## config.mk

```make
export PLATFORM = sky130hd
export DESIGN_NAME = cnn_infer_scheduler
export DESIGN_NICKNAME = d
export VERILOG_FILES = /design/src/rtl/cnn_sched_pkg.sv /design/src/rtl/pulse_sync_edge.sv /design/src/rtl/cnn_infer_scheduler.sv
export SDC_FILE = /design/constraint.sdc
export NUM_CORES = 1
export LEC_CHECK = 0
export CORE_MARGIN = 2
export CORE_UTILIZATION = 40
export CTS_BUF_LIST = sky130_fd_sc_hd__clkbuf_16
export DETAILED_ROUTE_END_ITERATION = 6
export HOLD_SLACK_MARGIN = 0.08
export PLACE_DENSITY = 0.6
export RECOVER_POWER = 25
export SLEW_MARGIN = 20
export SYNTH_ARGS = -nofsm -noshare
export SYNTH_HDL_FRONTEND = slang
export SYNTH_SLANG_ARGS = --single-unit
```

## constraint.sdc

```tcl
create_clock -name Clk -period 1.5 [get_ports Clk]
set_input_delay 0.15 -clock Clk [delete_from_list [all_inputs] [get_ports Clk]]
set_output_delay 0.15 -clock Clk [all_outputs]
set_load 0.03 [all_outputs]
```

## src/rtl/cnn_sched_pkg.sv

```systemverilog
// Shared types and constants for the CNN inference scheduler.
package cnn_sched_pkg;

  localparam int PIX_COUNT = 784;
  localparam int DIGIT_W   = 4;

  typedef enum logic [2:0] {
    ST_IDLE  = 3'd0,
    ST_SNAP  = 3'd1,
    ST_START = 3'd2,
    ST_WAIT  = 3'd3,
    ST_DONE  = 3'd4
  } sched_state_e;

endpackage

```

## src/rtl/pulse_sync_edge.sv

```systemverilog
// Two-flop synchronizer plus rising-edge detector: turns an asynchronous
// level into a registered one-cycle pulse in the Clk domain.
module pulse_sync_edge (
  input  logic Clk,
  input  logic reset_n,
  input  logic async_in,
  output logic pulse
);

  logic sync1_r;
  logic sync2_r;
  logic prev_r;
  logic pulse_r;

  // synchronizer chain, edge history and registered pulse
  always_ff @(posedge Clk or negedge reset_n) begin
    if (!reset_n) begin
      sync1_r <= 1'b0;
      sync2_r <= 1'b0;
      prev_r  <= 1'b0;
      pulse_r <= 1'b0;
    end else begin
      sync1_r <= async_in;
      sync2_r <= sync1_r;
      prev_r  <= sync2_r;
      pulse_r <= sync2_r & ~prev_r;
    end
  end

  assign pulse = pulse_r;

endmodule

```

## src/rtl/cnn_infer_scheduler.sv

```systemverilog
// Frame-to-CNN inference scheduler: snapshots a frame, starts the CNN, waits
// for its result with a timeout. Optional result voting under INFER_VOTE_EN.
module cnn_infer_scheduler
  import cnn_sched_pkg::*;
#(
  parameter int FRAME_SKIP     = 0,
  parameter int TIMEOUT_CYCLES = 2_000_000,
  parameter int VOTE_N         = 3
) (
  input  logic               Clk,
  input  logic               reset_n,
  input  logic               run,
  input  logic               frame_done,
  input  logic               cnn_valid,
  input  logic [DIGIT_W-1:0] cnn_digit,
  output logic               snap_en,
  output logic               cnn_start,
  output logic               busy,
  output logic [DIGIT_W-1:0] digit_out,
  output logic               digit_valid,
  output logic               timeout_err
);

  localparam int TW = $clog2(TIMEOUT_CYCLES) + 1;
  localparam int SW = $clog2(FRAME_SKIP + 1) + 1;
  localparam logic [TW-1:0] TIMER_LAST = TW'(TIMEOUT_CYCLES - 1);
  localparam logic [SW-1:0] SKIP_MAX   = SW'(FRAME_SKIP);

  sched_state_e       state_r, state_s;
  logic               frame_evt_s;
  logic [TW-1:0]      timer_r;
  logic [SW-1:0]      skip_r;
  logic [DIGIT_W-1:0] result_r;
  logic               snap_s, start_s, busy_s;
  logic               snap_en_r, cnn_start_r, busy_r;
  logic [DIGIT_W-1:0] digit_out_r;
  logic               digit_valid_r, timeout_err_r;
  logic               timeout_hit_s;

  pulse_sync_edge u_frame_sync (
    .Clk      (Clk),
    .reset_n  (reset_n),
    .async_in (frame_done),
    .pulse    (frame_evt_s)
  );

  // cnn_valid wins over a timeout landing in the same cycle
  assign timeout_hit_s = (state_r == ST_WAIT) && !cnn_valid && (timer_r == TIMER_LAST);

  // state register
  always_ff @(posedge Clk or negedge reset_n) begin
    if (!reset_n) state_r <= ST_IDLE;
    else          state_r <= state_s;
  end

  // next-state logic
  always_comb begin
    state_s = state_r;
    case (state_r)
      ST_IDLE: begin
        if (frame_evt_s && run && (skip_r == SKIP_MAX)) state_s = ST_SNAP;
        else                                            state_s = ST_IDLE;
      end
      ST_SNAP:  state_s = ST_START;
      ST_START: state_s = ST_WAIT;
      ST_WAIT: begin
        if (cnn_valid)                 state_s = ST_DONE;
        else if (timer_r == TIMER_LAST) state_s = ST_IDLE;
        else                            state_s = ST_WAIT;
      end
      ST_DONE:  state_s = ST_IDLE;
      default:  state_s = ST_IDLE;
    endcase
  end

  // output decode from the next state so registered outputs align with the state
  always_comb begin
    snap_s  = 1'b0;
    start_s = 1'b0;
    busy_s  = 1'b0;
    case (state_s)
      ST_SNAP:  begin snap_s  = 1'b1; busy_s = 1'b1; end
      ST_START: begin start_s = 1'b1; busy_s = 1'b1; end
      ST_WAIT:  busy_s = 1'b1;
      default:  busy_s = 1'b0;
    endcase
  end

  // output registers
  always_ff @(posedge Clk or negedge reset_n) begin
    if (!reset_n) begin
      snap_en_r   <= 1'b0;
      cnn_start_r <= 1'b0;
      busy_r      <= 1'b0;
    end else begin
      snap_en_r   <= snap_s;
      cnn_start_r <= start_s;
      busy_r      <= busy_s;
    end
  end

  // wait timer, frame skip counter, captured result and sticky timeout
  always_ff @(posedge Clk or negedge reset_n) begin
    if (!reset_n) begin
      timer_r       <= '0;
      skip_r        <= '0;
      result_r      <= '0;
      timeout_err_r <= 1'b0;
    end else begin
      if (state_r == ST_START)     timer_r <= '0;
      else if (state_r == ST_WAIT) timer_r <= timer_r + TW'(1);
      else                         timer_r <= timer_r;

      if (state_r == ST_DONE)
        skip_r <= '0;
      else if ((state_r == ST_IDLE) && frame_evt_s && (state_s == ST_IDLE) && (skip_r != SKIP_MAX))
        skip_r <= skip_r + SW'(1);
      else
        skip_r <= skip_r;

      if ((state_r == ST_WAIT) && cnn_valid) result_r <= cnn_digit;
      else                                   result_r <= result_r;

      timeout_err_r <= timeout_err_r | timeout_hit_s;
    end
  end

`ifdef INFER_VOTE_EN
  localparam int VW = $clog2(VOTE_N + 1);
  localparam logic [VW-1:0] VOTE_MAX = VW'(VOTE_N);

  logic [DIGIT_W-1:0] cand_r;
  logic [VW-1:0]      vote_r, vote_s;

  // vote count after the result now in DONE
  always_comb begin
    vote_s = vote_r;
    if (result_r == cand_r) begin
      if (vote_r == VOTE_MAX) vote_s = vote_r;
      else                    vote_s = vote_r + VW'(1);
    end else begin
      vote_s = VW'(1);
    end
  end

  // candidate tracking and voted display update
  always_ff @(posedge Clk or negedge reset_n) begin
    if (!reset_n) begin
      cand_r        <= '0;
      vote_r        <= '0;
      digit_out_r   <= '0;
      digit_valid_r <= 1'b0;
    end else if (state_r == ST_DONE) begin
      cand_r <= result_r;
      vote_r <= vote_s;
      if (vote_s == VOTE_MAX) begin
        digit_out_r   <= result_r;
        digit_valid_r <= 1'b1;
      end
    end
  end
`else
  // display update on every accepted result
  always_ff @(posedge Clk or negedge reset_n) begin
    if (!reset_n) begin
      digit_out_r   <= '0;
      digit_valid_r <= 1'b0;
    end else if (state_r == ST_DONE) begin
      digit_out_r   <= result_r;
      digit_valid_r <= 1'b1;
    end
  end
`endif

  assign snap_en     = snap_en_r;
  assign cnn_start   = cnn_start_r;
  assign busy        = busy_r;
  assign digit_out   = digit_out_r;
  assign digit_valid = digit_valid_r;
  assign timeout_err = timeout_err_r;

endmodule

```

==> flow_summary.json, run 1 <==
{
  "max-cap-violations": 0,
  "grt_pass1_wl_um": 8470,
  "fmaxAchievable_ghz": 0.626,
  "worstHoldPathType": "register to register",
  "max-slew-margin-rel_pct": 32.7,
  "asyncSetResetFlopFracSynth_pct": 100,
  "cts_htree_levels": 2,
  "place.detailed.hpwl_um": 3450,
  "synth_edf_count": 0,
  "yosysTopAreaCell": "dfrtp_1",
  "grt_start_max_net_pins": 27,
  "critPathMaxStageDelay_ns": 0.48,
  "number_of_different_library_cells_in_the_post_synthesis_netlist": 45,
  "via_total_after_detailed_routing": 1848,
  "fp.dieH_um": 76.3,
  "grt_antenna_before_repair": 0,
  "io-pin-count": 18,
  "timing.clock.skew_ns": 0.00652,
  "finalHoldViolCount": 0,
  "violations": "negative setup slack",
  "floorplan.initialDensity_pct": 41.2,
  "worstPathArrival_ns": 1.81,
  "fp.dieArea_sq_mm": 0.00583,
  "fin_tns_setup_ns": -0.772,
  "timing.final.setup_violations": 13,
  "grt_pass1_vias": 1817,
  "cts.reportedPaths.clkPinSlew_ns": 0.06,
  "cts_sinks": 43,
  "path_max_fanout": 4,
  "drt_iter0_markers": 71,
  "predominant_post_synthesis_flop_cell": "dfrtp_1",
  "ys.warnings.count": 0,
  "cts_tree": "built",
  "replace_congestion": 0.842,
  "post_synth.cell_area_avg_sq_um": 10.1,
  "route.detailed.wl_per_inst_um": 14.1,
  "drc": 0,
  "yosysTopAreaCellShare_pct": 51.4,
  "numPortBuffers": 17,
  "min_period_ns": 1.60,
  "clk_path_buf_depth": 2,
  "timing.final.max_slew_violations": 0,
  "critical_path_class": "register to register",
  "power.leakage_nw": 1.38,
  "pwr_density_cell_mw_per_mm2": 1440,
  "worst-slew-pin-transition_ns": 1.01,
  "post_synth_main_area_contributors": "dfrtp_1, nand2_1, mux2_2",
  "drtPass1Iterations": 4,
  "synth_seq_cells": 43,
  "clockRootBuffer": "clkbuf_16",
  "detail_route.wirelength_um": 4960,
  "vdd_ir_drop_max_uv": 1060,
  "critical_path.endpoint_type": "register",
  "fin_area_sq_mm": 0.00300,
  "synth.cell_area_sq_mm": 0.00209,
  "syn2layout_area_growth_pct": 43.3,
  "synth_seq_area_share_pct": 51.4,
  "startpoint_type": "register",
  "post_dp_cell_area_sq_mm": 0.00266,
  "drive_gt1_share_pct": 33.5,
  "finalCoreUtilization_pct": 59.1,
  "fin_crit_sh_pct": 106,
  "floorplan.die.width_um": 76.3,
  "number_of_nets_with_antenna_violations_after_routing": 0,
  "worst_path_required_time_ns": 1.71,
  "critical-path-slowest-cell": "or4_1",
  "cell_chain_of_the_critical_path": "ha_2 > and4_4 > nand4_4 > or4_1 > a21oi_1",
  "num-nets-final": 290,
  "cts_inserted_buffers": 5,
  "r2r_slack_ns": -0.1,
  "num_antenna_cells": 0,
  "outcome": "finished with violations",
  "routed_via_density": 5.26,
  "source_to_sink_clock_delay_at_the_later_pin_of_the_worst_skew_pair_ns": 0.29,
  "synth_cells": 208,
  "synth_fp_nets": 218,
  "setup_ws_final_ns": -0.0966,
  "core.rowCount": 26,
  "grt_usage_pct": 18.1,
  "fp.coreArea_sq_mm": 0.00507,
  "grt_setup_unrepaired": "true",
  "grt.overflow.total": 0
}
[kinds of logic after synthesis]
family,count (synthesis),share of synthesized area [%]
AND/OR/NAND/NOR,96,25.6
AO/OA/AOI/OAI,37,10.8
buffers and inverters,14,3.11
adder cells (fa/ha/maj),1,0.598
XOR/XNOR,1,0.418
flip-flops,43,51.4
multiplexers,16,8.13
[report_power, final]
part / total, mW / switching, mW / internal [mW]
combinational: 1.70 / 0.928 / 0.776
sequential: 1.55 / 0.162 / 1.39
clock: 1.07 / 0.455 / 0.613
[metrics by stage]
stage          instances  power [mW]  hold slack [ns]  setup WS (ns)
2_1_floorplan        208        2.48           -0.146        -0.0839
3_3_place_gp         330        3.14            0.114         -0.145
3_5_place_dp         330        3.16            0.112         -0.147
4_1_cts              346        4.31            0.307        -0.0646
5_1_grt              351        4.56            0.357         -0.231
6_report             351        4.33            0.348        -0.0966
[cell type report]
class	instances	area, sq um
Inverter	6	22.5
Timing Repair Buffer	73	608
Sequential cell	43	1080
Clock inverter	3	20.0
Fill cell	440	2070
Multi-Input combinational cell	151	1060
Tap cell	70	87.6
Clock buffer	5	125
[synth_stat cells, types with 2 or more instances]
cell type  number
o21ai_1         2
o21ai_0        10
nor2_1         13
o41ai_1         2
mux2_2          8
inv_1           5
nor4_1          6
o31ai_1         5
and4_1          3
and3_1          4
a21oi_1        10
or4_1           6
nand4_1         5
a22oi_1         2
or3_1           2
clkbuf_1        5
and2_1          3
nor2b_1         2
mux2i_1         8
nand3_1        12
nor3_1          5
dfrtp_1        43
nand2_1        25
[final timing paths]
path | start | to | cells after the start
worst max-delay path | timer_r[1]$_DFFE_PN0P_ | timer_r[20]$_DFFE_PN0P_ | 5
worst min-delay path | u_frame_sync.sync1_r$_DFF_PN0_ | u_frame_sync.sync2_r$_DFF_PN0_ | 0
worst max register to register | timer_r[1]$_DFFE_PN0P_ | timer_r[20]$_DFFE_PN0P_ | 5
worst min register to register | u_frame_sync.sync1_r$_DFF_PN0_ | u_frame_sync.sync2_r$_DFF_PN0_ | 0
max in group asynchronous | reset_n | timer_r[13]$_DFFE_PN0P_ | 3
min in group asynchronous | reset_n | skip_r$_DFFE_PN0P_ | 2
[cells in the final DEF, fill, tap and decap left out, types with 2 or more instances in the layout]
master and count:
a21oi_1 9, a22oi_1 2, and2_1 4, and3_2 3, and4_4 2, buf_4 53
clkbuf_16 5, clkdlybuf4s50_1 13, dfrtp_1 43, dlygate4sd3_1 2, dlymetal6s2s_1 2, inv_1 5
mux2_2 8, mux2i_1 8, nand2_1 25, nand3_1 11, nand3_2 2, nand4_1 5
nor2_1 12, nor3_1 4, nor4_1 4, nor4_4 3, o21ai_0 7, o21ai_1 5
o31ai_1 5, o41ai_2 2, or3_1 2, or4_1 6
[sequential cells by signal, indices dropped and copies added, names as in the netlist, 3 cells and up]
| signal | count |
|---|---|
| state_r | 3 |
| digit_out | 4 |
| result_r | 4 |
| timer_r | 22 |
[critical path, delay by kind of cell (launching register included)]
kind / cells / cell delay [ns]
adders and majority gates: 1 / 0.21
and+or+nand+nor: 3 / 0.80
DFF: 1 / 0.40
AOI/OAI and AO/OA: 1 / 0.13
[timing repair]
item	4_1_cts	5_1_grt
resized for setup	14	13
setup endpoints to repair	18	29
hold buffers	1	0
endpoints found under the hold margin	17	0
pin swaps	9	3
buffers inserted	7	5
[routing by layer]
| metal | up-vias | track usage, % | part of all wire, % |
|---|---|---|---|
| met3 | 6 | 4.62 | 3.4 |
| met2 | 25 | 27.8 | 47 |
| met5 | - | 0 | 0 |
| met1 | 903 | 24.6 | 48 |
| li1 | 914 | - | - |
| met4 | 0 | 6.91 | 1.4 |
(Power assumes the default switching activity.)
==> run 2, diff against run 1 <==
--- a/config.mk
+++ b/config.mk
@@ -10,6 +10,7 @@
 export CTS_BUF_LIST = sky130_fd_sc_hd__clkbuf_16
 export DETAILED_ROUTE_END_ITERATION = 6
 export HOLD_SLACK_MARGIN = 0.08
+export MAX_ROUTING_LAYER = met4
 export PLACE_DENSITY = 0.6
 export RECOVER_POWER = 25
 export SLEW_MARGIN = 20
==> run 2 against run 1 <==
The run still ends with negative setup slack left. Combinational power is essentially flat. Clock skew is essentially flat. Total power is essentially flat. Global-route usage grew 0.52 points. Routed wire length grew 0.67%. Register-to-register slack is essentially flat. Count of clock-buffer cells in the layout is the same. Core utilization is the same. First-iteration DRC count shrank 17%. Critical endpoint unchanged.
==> flow_summary.json, run 2 (synthesis gave the netlist of run 1 again) <==
{
  "cts_htree_levels": 2,
  "grt.overflow.total": 0,
  "critPathMaxStageDelay_ns": 0.47,
  "fin_crit_sh_pct": 107,
  "fp.dieH_um": 76.3,
  "internal_power_mw": 2.78,
  "grt_start_max_net_pins": 27,
  "finalHoldViolCount": 0,
  "replace_congestion": 0.855,
  "critical_path_class": "register to register",
  "io-pin-count": 18,
  "detail_route.wirelength_um": 4990,
  "critical_path.endpoint_type": "register",
  "switching_component_of_the_power_mw": 1.54,
  "fp.coreArea_sq_mm": 0.00507,
  "power.share.combinational_pct": 39.4,
  "clockRootBuffer": "clkbuf_16",
  "timing.final.setup_violations": 13,
  "fmaxAchievable_ghz": 0.626,
  "total_power_mw": 4.33,
  "syn2layout_area_growth_pct": 43.3,
  "share_clk_of_total_power_pct": 24.7,
  "critical_path.top_delay_family": "simple AND/OR/NAND/NOR gates",
  "grt_antenna_before_repair": 0,
  "grt_pass1_wl_um": 8470,
  "via_total_after_detailed_routing": 1852,
  "timing.final.max_slew_violations": 0,
  "worst_path_required_time_ns": 1.71,
  "finalCoreUtilization_pct": 59.1,
  "cts_tree": "built",
  "cts.reportedPaths.clkPinSlew_ns": 0.06,
  "drive_gt1_share_pct": 33.5,
  "area.sequential_sq_mm": 0.00108,
  "multiInputGateArea_sq_mm": 0.00106,
  "critical-path-slowest-cell": "or4_1",
  "vdd_ir_drop_max_uv": 1060,
  "fp.dieArea_sq_mm": 0.00583,
  "grt_setup_unrepaired": "true",
  "nFillCells": 440,
  "number_of_nets_with_antenna_violations_after_routing": 0,
  "cell_chain_of_the_critical_path": "ha_2 > and4_4 > nand4_4 > or4_1 > a21oi_1",
  "max-cap-violations": 0,
  "cts_sinks": 43,
  "cts_inserted_buffers": 5,
  "place.detailed.hpwl_um": 3450,
  "violations": "negative setup slack",
  "min_period_ns": 1.60,
  "power.share.switching_pct": 35.7,
  "floorplan.die.width_um": 76.3,
  "drc": 0,
  "core.rowCount": 26,
  "registers.top_by_ff_count": "timer_r",
  "grt_pass1_vias": 1816,
  "timing.clock.skew_ns": 0.00636,
  "outcome": "finished with violations",
  "drtPass1Iterations": 4,
  "seqPwrFrac_pct": 35.9,
  "startpoint_type": "register",
  "path_max_fanout": 4,
  "pwr_density_cell_mw_per_mm2": 1440,
  "setup_ws_final_ns": -0.0978,
  "grt_usage_pct": 18.6,
  "clk_path_buf_depth": 2,
  "source_to_sink_clock_delay_at_the_later_pin_of_the_worst_skew_pair_ns": 0.29,
  "layout.cells.most_common_list": "buf_4, dfrtp_1, nand2_1, clkdlybuf4s50_1, nor2_1",
  "worst-slew-pin-transition_ns": 1.01,
  "drt_iter0_markers": 59,
  "routed_via_density": 5.28,
  "route.detailed.wl_per_inst_um": 14.2,
  "num-nets-final": 290,
  "largest_register_ffs": 22,
  "floorplan.initialDensity_pct": 41.2,
  "num_antenna_cells": 0,
  "power.leakage_nw": 1.38,
  "numPortBuffers": 17,
  "max-slew-margin-rel_pct": 32.5,
  "worstHoldPathType": "register to register",
  "mostFrequentLayoutCell": "buf_4",
  "worstPathArrival_ns": 1.81,
  "critical_path_buf_inv_count": 0
}
## run 2: cell counts in the layout (fill, tap and decap cells not counted)
No cell type changed its count.
## run 2: per-layer routing
metal / GRT usage (%) / vias to the layer above / wire (um)
met2: 27.8 / 25 / 2360
met5: - / - / 0
met1: 24.6 / 908 / 2430
li1: - / 914 / -
met4: 6.91 / 0 / 69
met3: 4.62 / 5 / 123
## run 2: path summary, 6_finish.rpt
| kind | depth (start not counted) | endpoint | start | slack, ns |
|---|---|---|---|---|
| hold reg to reg | 0 | u_frame_sync.sync2_r$_DFF_PN0_ | u_frame_sync.sync1_r$_DFF_PN0_ | 0.35 |
| min in group asynchronous | 2 | skip_r$_DFFE_PN0P_ | reset_n | 0.55 |
| setup reg to reg | 5 | timer_r[20]$_DFFE_PN0P_ | timer_r[1]$_DFFE_PN0P_ | -0.1 |
| setup / recovery | 5 | timer_r[20]$_DFFE_PN0P_ | timer_r[1]$_DFFE_PN0P_ | -0.1 |
| hold / removal | 0 | u_frame_sync.sync2_r$_DFF_PN0_ | u_frame_sync.sync1_r$_DFF_PN0_ | 0.35 |
| max in group asynchronous | 3 | timer_r[13]$_DFFE_PN0P_ | reset_n | 0.28 |
## run 2: timing repair
action,4_1_cts,5_1_grt
pin swaps,9,3
gates resized for setup,14,13
setup endpoints to repair,18,29
endpoints found under the hold margin,17,0
hold buffers,1,0
setup buffers,7,5
## run 2: layout make-up
type / count / share of cell area, %
sequential: 43 / 35.9
multi-input combinational: 151 / 35.4
timing repair buffer: 73 / 20.3
clock buffer: 5 / 4.17
tap: 70 / 2.92
inverter: 6 / 0.751
clock inverter: 3 / 0.667
## run 2: per-stage QoR
step / TNS [ns] / setup WS (ns) / instance area [sq um] / instances / hold WS [ns]
6_report: -0.791 / -0.0978 / 3000 / 351 / 0.348
5_1_grt: -2.69 / -0.231 / 3000 / 351 / 0.357
4_1_cts: -0.310 / -0.0646 / 2930 / 346 / 0.307
3_5_place_dp: -1.28 / -0.147 / 2660 / 330 / 0.112
3_3_place_gp: -0.925 / -0.145 / 2660 / 330 / 0.114
2_1_floorplan: -0.0886 / -0.0839 / 2110 / 208 / -0.146
## run 2: power by group through the flow
stage                     clock (mW)  sequential [mW]  combinational, mW
after floorplan                    0             1.74              0.742
after global placement             0             1.56               1.58
after detailed placement           0             1.56               1.59
after CTS                       1.08             1.55               1.68
after global routing            1.14             1.58               1.83
final                           1.07             1.55               1.70
==> run 3, diff against run 2 <==
--- a/config.mk
+++ b/config.mk
@@ -11,7 +11,7 @@
 export DETAILED_ROUTE_END_ITERATION = 6
 export HOLD_SLACK_MARGIN = 0.08
 export MAX_ROUTING_LAYER = met4
-export PLACE_DENSITY = 0.6
+export PLACE_DENSITY_LB_ADDON = 0.12
 export RECOVER_POWER = 25
 export SLEW_MARGIN = 20
 export SYNTH_ARGS = -nofsm -noshare
==> run 3 against run 2 <==
The run still ends with negative setup slack left. Sequential power about the same. Final area decreased by 2.0%. Flip-flop and latch count unchanged. Hold slack improved by 0.011 ns. Register-to-register slack got worse by 0.07 ns. Global-route usage increased by 0.67 points. Combinational power decreased by 3%. Routed wire length increased by 5.1%. Count of clock-buffer cells in the layout unchanged. Core utilization decreased by 1.2 points. Critical path depth unchanged. First-iteration DRC count increased by 98%. Critical path type unchanged. Largest cell class unchanged. Highest routed layer unchanged.
==> flow_summary.json, run 3 (synthesis gave the netlist of run 1 again) <==
{
  "max-cap-violations": 0,
  "drive_gt1_share_pct": 33.3,
  "detail_route.wirelength_um": 5240,
  "violations": "negative setup slack",
  "finalHoldViolCount": 0,
  "max-slew-margin-rel_pct": 62.5,
  "source_to_sink_clock_delay_at_the_later_pin_of_the_worst_skew_pair_ns": 0.29,
  "routed_via_density": 5.40,
  "whs_path_depth": 0,
  "num-nets-final": 279,
  "via_total_after_detailed_routing": 1836,
  "drt_iter0_markers": 117,
  "layout.cells.non_filler": 340,
  "worstRegToRegCells": 5,
  "grt_pass1_wl_um": 8670,
  "grt_pass1_vias": 1812,
  "worstHoldPathType": "register to register",
  "setup_ws_final_ns": -0.166,
  "power.leakage_nw": 1.30,
  "number_of_nets_with_antenna_violations_after_routing": 0,
  "fin_crit_sh_pct": 111,
  "fp.dieArea_sq_mm": 0.00583,
  "largest_register_ffs": 22,
  "worst_path_required_time_ns": 1.71,
  "timing.clock.skew_ns": 0.00528,
  "cts.reportedPaths.clkPinSlew_ns": 0.06,
  "grt.overflow.total": 0,
  "io-pin-count": 18,
  "clk_path_buf_depth": 2,
  "core.rowCount": 26,
  "floorplan.die.width_um": 76.3,
  "worstPathArrival_ns": 1.88,
  "cts_sinks": 43,
  "numPlacedInstances": 324,
  "outcome": "finished with violations",
  "hold_path.startpoint": "u_frame_sync.sync1_r$_DFF_PN0_",
  "startpoint_type": "register",
  "fmaxAchievable_ghz": 0.600,
  "vdd_ir_drop_max_uv": 876,
  "cts_tree": "built",
  "pwr_density_cell_mw_per_mm2": 1520,
  "path_max_fanout": 4,
  "syn2layout_area_growth_pct": 40.5,
  "min_period_ns": 1.67,
  "timing.final.max_slew_violations": 0,
  "drc": 0,
  "critical_path_class": "register to register",
  "finalCoreUtilization_pct": 58.0,
  "route.detailed.wl_per_inst_um": 15.4,
  "grt_start_max_net_pins": 24,
  "cts_inserted_buffers": 5,
  "fp.coreArea_sq_mm": 0.00507,
  "mostFrequentLayoutCell": "buf_4",
  "cts_htree_levels": 2,
  "worst-slew-pin-transition_ns": 0.562,
  "grt_antenna_before_repair": 0,
  "critical_path.reg2reg.endpoint": "timer_r[20]$_DFFE_PN0P_",
  "drtPass1Iterations": 4,
  "r2r_slack_ns": -0.17,
  "timing.final.setup_violations": 15,
  "numPortBuffers": 17,
  "critical_path.endpoint_type": "register",
  "place.detailed.hpwl_um": 3610,
  "rr_startpoint": "timer_r[0]$_DFFE_PN0P_",
  "holdPathEnd": "u_frame_sync.sync2_r$_DFF_PN0_",
  "replace_congestion": 0.829,
  "fp.dieH_um": 76.3,
  "floorplan.initialDensity_pct": 41.2,
  "grt_usage_pct": 19.3,
  "registers.top_by_ff_count": "timer_r",
  "layout.cells.most_common_list": "buf_4, dfrtp_1, nand2_1, clkdlybuf4s50_1, nor2_1",
  "grt_setup_unrepaired": "true",
  "clockRootBuffer": "clkbuf_16",
  "num_antenna_cells": 0
}
==> run 3: layer usage <==
layer  up-vias  global-route usage (%)  share of wire [%]
li1        883                       -                  -
met1       900                    23.5                 43
met2        45                    31.6                 50
met3         8                    4.38                4.3
met4         0                    6.73                1.8
met5         -                       -                  0
==> run 3: through the flow <==
step | power (mW) | cell area (sq um) | setup TNS (ns) | hold WS [ns] | worst slack (ns)
after floorplan | 2.48 | 2110 | -0.0886 | -0.146 | -0.0839
after global placement | 3.09 | 2610 | -0.150 | 0.140 | -0.0930
after detailed placement | 3.15 | 2610 | -0.538 | 0.146 | -0.141
after CTS | 4.47 | 2860 | -0.282 | 0.292 | -0.111
after global routing | 4.71 | 2940 | -2.27 | 0.382 | -0.203
final | 4.48 | 2940 | -0.953 | 0.360 | -0.166
==> run 3: cell type report <==
cell class / count / area, sq um
multi-input combinational: 151 / 1050
tap: 70 / 87.6
clock buffer: 5 / 125
timing repair buffer: 62 / 526
sequential: 43 / 1080
clock inverter: 3 / 47.5
fill: 460 / 2130
inverter: 6 / 22.5
==> run 3: worst max path at each step <==
| stage | startpoint | endpoint | slack (ns) | depth (start not counted) |
|---|---|---|---|---|
| after floorplan | timer_r[0]$_DFFE_PN0P_ | timer_r[20]$_DFFE_PN0P_ | -0.08 | 5 |
| after global placement | timer_r[0]$_DFFE_PN0P_ | timer_r[20]$_DFFE_PN0P_ | -0.09 | 5 |
| after detailed placement | timer_r[0]$_DFFE_PN0P_ | timer_r[20]$_DFFE_PN0P_ | -0.14 | 5 |
| after CTS | timer_r[0]$_DFFE_PN0P_ | timer_r[20]$_DFFE_PN0P_ | -0.11 | 5 |
| after global routing | timer_r[1]$_DFFE_PN0P_ | timer_r[20]$_DFFE_PN0P_ | -0.20 | 5 |
| final | timer_r[0]$_DFFE_PN0P_ | timer_r[20]$_DFFE_PN0P_ | -0.17 | 5 |
==> run 3: where the power goes <==
part / internal (mW) / switching (mW) / leakage, nW
clock: 0.794 / 0.472 / 0.0844
sequential: 1.40 / 0.172 / 0.556
combinational: 0.738 / 0.908 / 0.658
total: 2.93 / 1.55 / 1.30
==> run 3: what timing repair did <==
action,4_1_cts,5_1_grt
pin swaps,6,7
hold buffers,1,0
gates cloned,0,0
setup buffers,3,4
setup endpoints to repair,12,21
hold endpoints to repair,20,0
gates resized for setup,10,20
==> run 3: critical path, cell delays in order, from the launching register on <==
cell and delay, ns:
dfrtp_1 0.39, ha_2 0.22, and4_4 0.25, nand4_4 0.10
or4_1 0.47, a21oi_1 0.16
==> variant 1: new RTL, settings of run 3 <==
Encoding of `sched_state_e`: now one-hot (5 bits for 5 states).
--- a/src/rtl/cnn_sched_pkg.sv
+++ b/src/rtl/cnn_sched_pkg.sv
@@ -4,12 +4,12 @@
   localparam int PIX_COUNT = 784;
   localparam int DIGIT_W   = 4;
 
-  typedef enum logic [2:0] {
-    ST_IDLE  = 3'd0,
-    ST_SNAP  = 3'd1,
-    ST_START = 3'd2,
-    ST_WAIT  = 3'd3,
-    ST_DONE  = 3'd4
+  typedef enum logic [4:0] {
+    ST_IDLE  = 5'b00001,
+    ST_SNAP  = 5'b00010,
+    ST_START = 5'b00100,
+    ST_WAIT  = 5'b01000,
+    ST_DONE  = 5'b10000
   } sched_state_e;
 
 endpackage
Behaviour: same outputs for any inputs over 10 cycles, from zero or initial values and one cycle with reset_n low; not proved beyond that.
==> variant 1 against run 3 <==
The run still ends with setup timing left. Area after synthesis fell by 0.78%. Setup slack got worse by 0.24 ns. Routed wire length rose by 10%. Global-route usage rose by 1.5 points. Cell area rose by 16%. Via count rose by 4.0%. First-iteration DRC count fell by 40%. Sequential cell count rose by 2. Largest cell class is now multi-input combinational cells.
Power is not compared: it rests on default switching activity, and its combinational part moved more than twofold at a synthesized area within 25%.
==> variant 1: results (changes against run 3) <==
run_status:
  status: "finished with violations"  # unchanged
  violations: "setup timing"  # unchanged
sta:
  finalWorstSetupSlack_ns: -0.407  # was -0.166 ns
  finalSetupViolCount: 33  # was 15
  max_slew_margin: 0.424  # was 0.625
  clock_skew_ns: 0.00402  # was 0.00528 ns
detailed_routing:
  wl_met1_mm: 2.42  # was 2.28 mm
  drt-initial-drc-count: 70  # was 117
  wl_met2_mm: 3.02  # was 2.65 mm
  wl_met3_um: 161  # was 226 um
  vias_per_cell: 5.34  # was 5.40
  highest-signal-layer: "met4"  # unchanged
  drt-total-wl_mm: 5.79  # was 5.24 mm
power:
  max-vdd-ir-drop_mv: 0.584
global_route:
  grt_pass1_vias: 2064  # was 1812
  grt_usage: 0.207  # was 0.193
  met2_usage: 0.353  # was 0.316
  use_met1: 0.241  # was 0.235
  use_met3: 0.0355  # was 0.0438
  grt_pass1_wl_mm: 9.40  # was 8.67 mm
  grt_max_degree: 23  # was 24
logic_synthesis:
  syn_nets: 203  # was 218
  yosysUniqueCellTypes: 38  # was 45
  seq_area_frac_synth: 0.543  # was 0.514
  yosys-top-cells-area: "dfrtp_1, mux2_2, a21oi_1"  # was dfrtp_1, nand2_1, mux2_2
  synth_common_cells: "dfrtp_1, a21oi_1, o21ai_0"  # was dfrtp_1, nand2_1, nor2_1
setup_path:
  slowest_stage: "or4b_1"  # was or4_1
  path_max_fanout: 2  # was 4
  reg2reg_depth: 4  # was 5
  crit_arrival_ns: 2.13  # was 1.88 ns
  slowest_delay_ns: 0.51  # was 0.47 ns
clock_tree:
  cts_resized: 35  # was 10
  clockBufferDepth: 2  # unchanged
  clockRootBuffer: "clkbuf_16"  # unchanged
  cts_htree_levels: 2  # unchanged
  post-cts-setup-buffer-count: 16  # was 3
hold_path:
  holdPathStages: 0  # unchanged
placement:
  gp_congestion: 0.867  # was 0.829
  pre_cts_ws_ns: -0.454  # was -0.141 ns
  hpwlAfterDp_mm: 3.71  # was 3.61 mm
  place_area_mm2: 0.00277  # was 0.00261 mm^2
finish:
  fill_cells: 399  # was 460
  n_antenna_cell: 0  # unchanged
  final_nets: 297  # was 279
  drive_above_1_share: 0.493  # was 0.333
  reg.largest.list: "timer_r: 22 flops, state_r: 5 flops"
## variant 1: cells by family after synthesis
family / after synthesis / share of synthesized area
AOI/OAI and AO/OA: 37 / 0.101
xor gates and xnor gates: 7 / 0.0331
adders and majority gates: 1 / 0.00602
buffers and inverters: 12 / 0.0265
DFF: 45 / 0.543
muxes: 9 / 0.0482
and+or+nand+nor: 82 / 0.243
## variant 1: worst max-delay path: cells and delay by family (launching register included)
| family | cells | cell delay [ns] |
|---|---|---|
| DFF | 1 | 0.38 |
| AOI/OAI and AO/OA | 1 | 0.13 |
| and+or+nand+nor | 3 | 1.33 |
## variant 1: metrics by stage
step,cells,hold slack [ns],TNS [ns],utilization
after floorplan,193,-0.146,-3.76,-
final,358,0.366,-7.49,0.673
after CTS,355,0.295,-6.47,0.641
after detailed placement,328,0.0802,-7.34,0.547
after global routing,358,0.370,-9.64,0.673
after global placement,328,0.0765,-6.30,0.547
## variant 1: layout make-up
type | instances | area share
clock buffer | 5 | 0.0366
clock inverter | 3 | 0.00843
inverter | 4 | 0.00440
multi-input combinational | 136 | 0.335
sequential | 45 | 0.331
tap | 70 | 0.0257
timing repair buffer | 95 | 0.260
## variant 1: final timing paths
path,start,endpoint,slack [ns]
worst max-delay path,timer_r[11],state_r[0],-0.41
worst min-delay path,u_frame_sync.sync1_r,u_frame_sync.sync2_r,0.37
worst max register to register,timer_r[11],state_r[0],-0.41
worst min register to register,u_frame_sync.sync1_r,u_frame_sync.sync2_r,0.37
max in group asynchronous,reset_n,state_r[3],0.32
min in group asynchronous,reset_n,timer_r[19],0.50
## variant 1: power breakdown
group          switching [mW]  total, mW  internal, mW
registers             0.00729       1.23          1.23
logic                  0.0684      0.137        0.0687
clock network           0.513       1.15         0.642
total                   0.589       2.53          1.94
==> variant 2: new RTL, config.mk and constraints of run 3 <==
Made on the original files. Change the package constant `DIGIT_W` from 4 to 6.
--- a/src/rtl/cnn_sched_pkg.sv
+++ b/src/rtl/cnn_sched_pkg.sv
@@ -2,7 +2,7 @@
 package cnn_sched_pkg;
 
   localparam int PIX_COUNT = 784;
-  localparam int DIGIT_W   = 4;
+  localparam int DIGIT_W   = 6;
 
   typedef enum logic [2:0] {
     ST_IDLE  = 3'd0,
Ports: changed (resized cnn_digit and digit_out); port bits go from 18 to 22. The function was not compared with the original's and may differ.
==> variant 2 against run 3 <==
The run still ends with setup timing left. Fmax down 1.7%. Synthesized cell count down 5.8%. Count of clock-buffer cells in the layout unchanged. Critical path depth up 1. Setup slack worse by 0.029 ns. Routed wire length down 2.3%. Sequential power up 9.6%. Global-route usage down 0.97 points. Total power up 7.6%. Via count down 2.3%. Cell area up 4.1%. Area after synthesis up 0.36%. Sequential cell count up 4. Critical path type unchanged.
==> variant 2: results (changes against run 3) <==
placement:
  hpwlAfterDp_mm: 3.47  # was 3.61 mm
  gp_congestion: 0.777  # was 0.829
  dp.cells: 319  # was 324
  pre_cts_ws_ns: -0.205  # was -0.141 ns
  place_area_mm2: 0.00270  # was 0.00261 mm^2
  numPortBuffers: 21  # was 17
logic_synthesis:
  post-synth-top-count-cell: "dfrtp_1"  # unchanged
  seq_area_frac_synth: 0.560  # was 0.514
  yosysUniqueCellTypes: 35  # was 45
  synth_compound_area_frac: 0.120  # was 0.108
  yosys-top-cells-area: "dfrtp_1, mux2_2, o21ai_0"  # was dfrtp_1, nand2_1, mux2_2
  syn_inst: 196  # was 208
  synth_xor_area_frac: 0.00417  # was 0.00418
  syn_nets: 208  # was 218
  synth-adder-area-share: 0.00596  # was 0.00598
finish:
  stdcell_count: 338  # was 340
  final_nets: 279  # unchanged
  n_antenna_cell: 0  # unchanged
  drive_above_1_share: 0.340  # was 0.333
  fill_cells: 448  # was 460
sta:
  max_slew_margin: 0.611  # was 0.625
  finalSetupViolCount: 23  # was 15
  clock_skew_ns: 0.00516  # was 0.00528 ns
  hold_slack_ns: 0.363  # was 0.360 ns
  setup_tns_ns: -2.51  # was -0.953 ns
  finalWorstSetupSlack_ns: -0.194  # was -0.166 ns
detailed_routing:
  drt-total-wl_mm: 5.12  # was 5.24 mm
  drt-initial-drc-count: 89  # was 117
  vias_per_cell: 5.31  # was 5.40
power:
  max-vdd-ir-drop_mv: 0.775  # was 0.876 mV
  internal_power_mw: 3.25  # was 2.93 mW
  finalPower_mw: 4.82  # was 4.48 mW
global_route:
  grt_max_degree: 27  # was 24
  grt_pass1_wl_mm: 8.44  # was 8.67 mm
  use_met3: 0.0296  # was 0.0438
  met2_usage: 0.317  # was 0.316
  grt_usage: 0.183  # was 0.193
run_status:
  status: "finished with violations"  # unchanged
  violations: "setup timing"  # unchanged
setup_path:
  path_max_fanout: 5  # was 4
  crit_arrival_ns: 1.91  # was 1.88 ns
  reg2reg_depth: 6  # was 5
  reg2reg_to: "timer_r[16]"  # was timer_r[20]
-- variant 2: cell types whose count changed after synthesis, sizes merged, moves of 3 or more --
cell / delta
a21oi: +4
o21ai: +6
mux2: +4
mux2i: -4
or3: +7
nor4: -8
dfrtp: +4
and4: +3
nand2: -7
and3: -3
nor2: -3
or4: -3
nand3: -6
-- variant 2: repair_timing --
item                       CTS  global route
buffers inserted             3             8
hold buffers                 1             0
setup endpoints to repair   22            24
resized for setup            9            25
hold endpoints to repair    21             0
pin swaps                   12             7
-- variant 2: power groups by stage --
stage	clock [mW]	sequential [mW]	combinational [mW]
2_1_floorplan	0	1.97	0.626
3_3_place_gp	0	1.71	1.61
3_5_place_dp	0	1.73	1.66
4_1_cts	1.29	1.71	1.69
5_1_grt	1.35	1.76	1.98
6_report	1.27	1.72	1.84
-- variant 2: area by class of cell --
class | instances | area (um^2) | area share
Clock buffer | 5 | 125 | 0.0409
Timing Repair Buffer | 71 | 636 | 0.208
Clock inverter | 3 | 42.5 | 0.0139
Inverter | 4 | 15.0 | 0.00490
Sequential cell | 47 | 1180 | 0.384
Tap cell | 70 | 87.6 | 0.0286
Multi-Input combinational cell | 138 | 980 | 0.320
-- variant 2: critical path, stage by stage (launching register included) --
cell and delay [ns]:
dfrtp_1 0.39, ha_2 0.20, and4_4 0.23, nand4_1 0.16
buf_4 0.20, or3_4 0.32, a21oi_2 0.12
-- variant 2: logic make-up (layout without fill, tap and decap cells) --
family	Yosys count	after routing
buffers and inverters	11	83
XOR/XNOR	1	1
adder cells (fa/ha/maj)	1	1
AO/OA/AOI/OAI	43	43
AND/OR/NAND/NOR	77	77
multiplexers	16	16
flip-flops	47	47
-- variant 2: metal layers --
layer	vias to the layer above	part of all wire
met1	901	0.42
met2	28	0.54
met3	11	0.022
li1	854	-
met5	-	0
met4	0	0.018
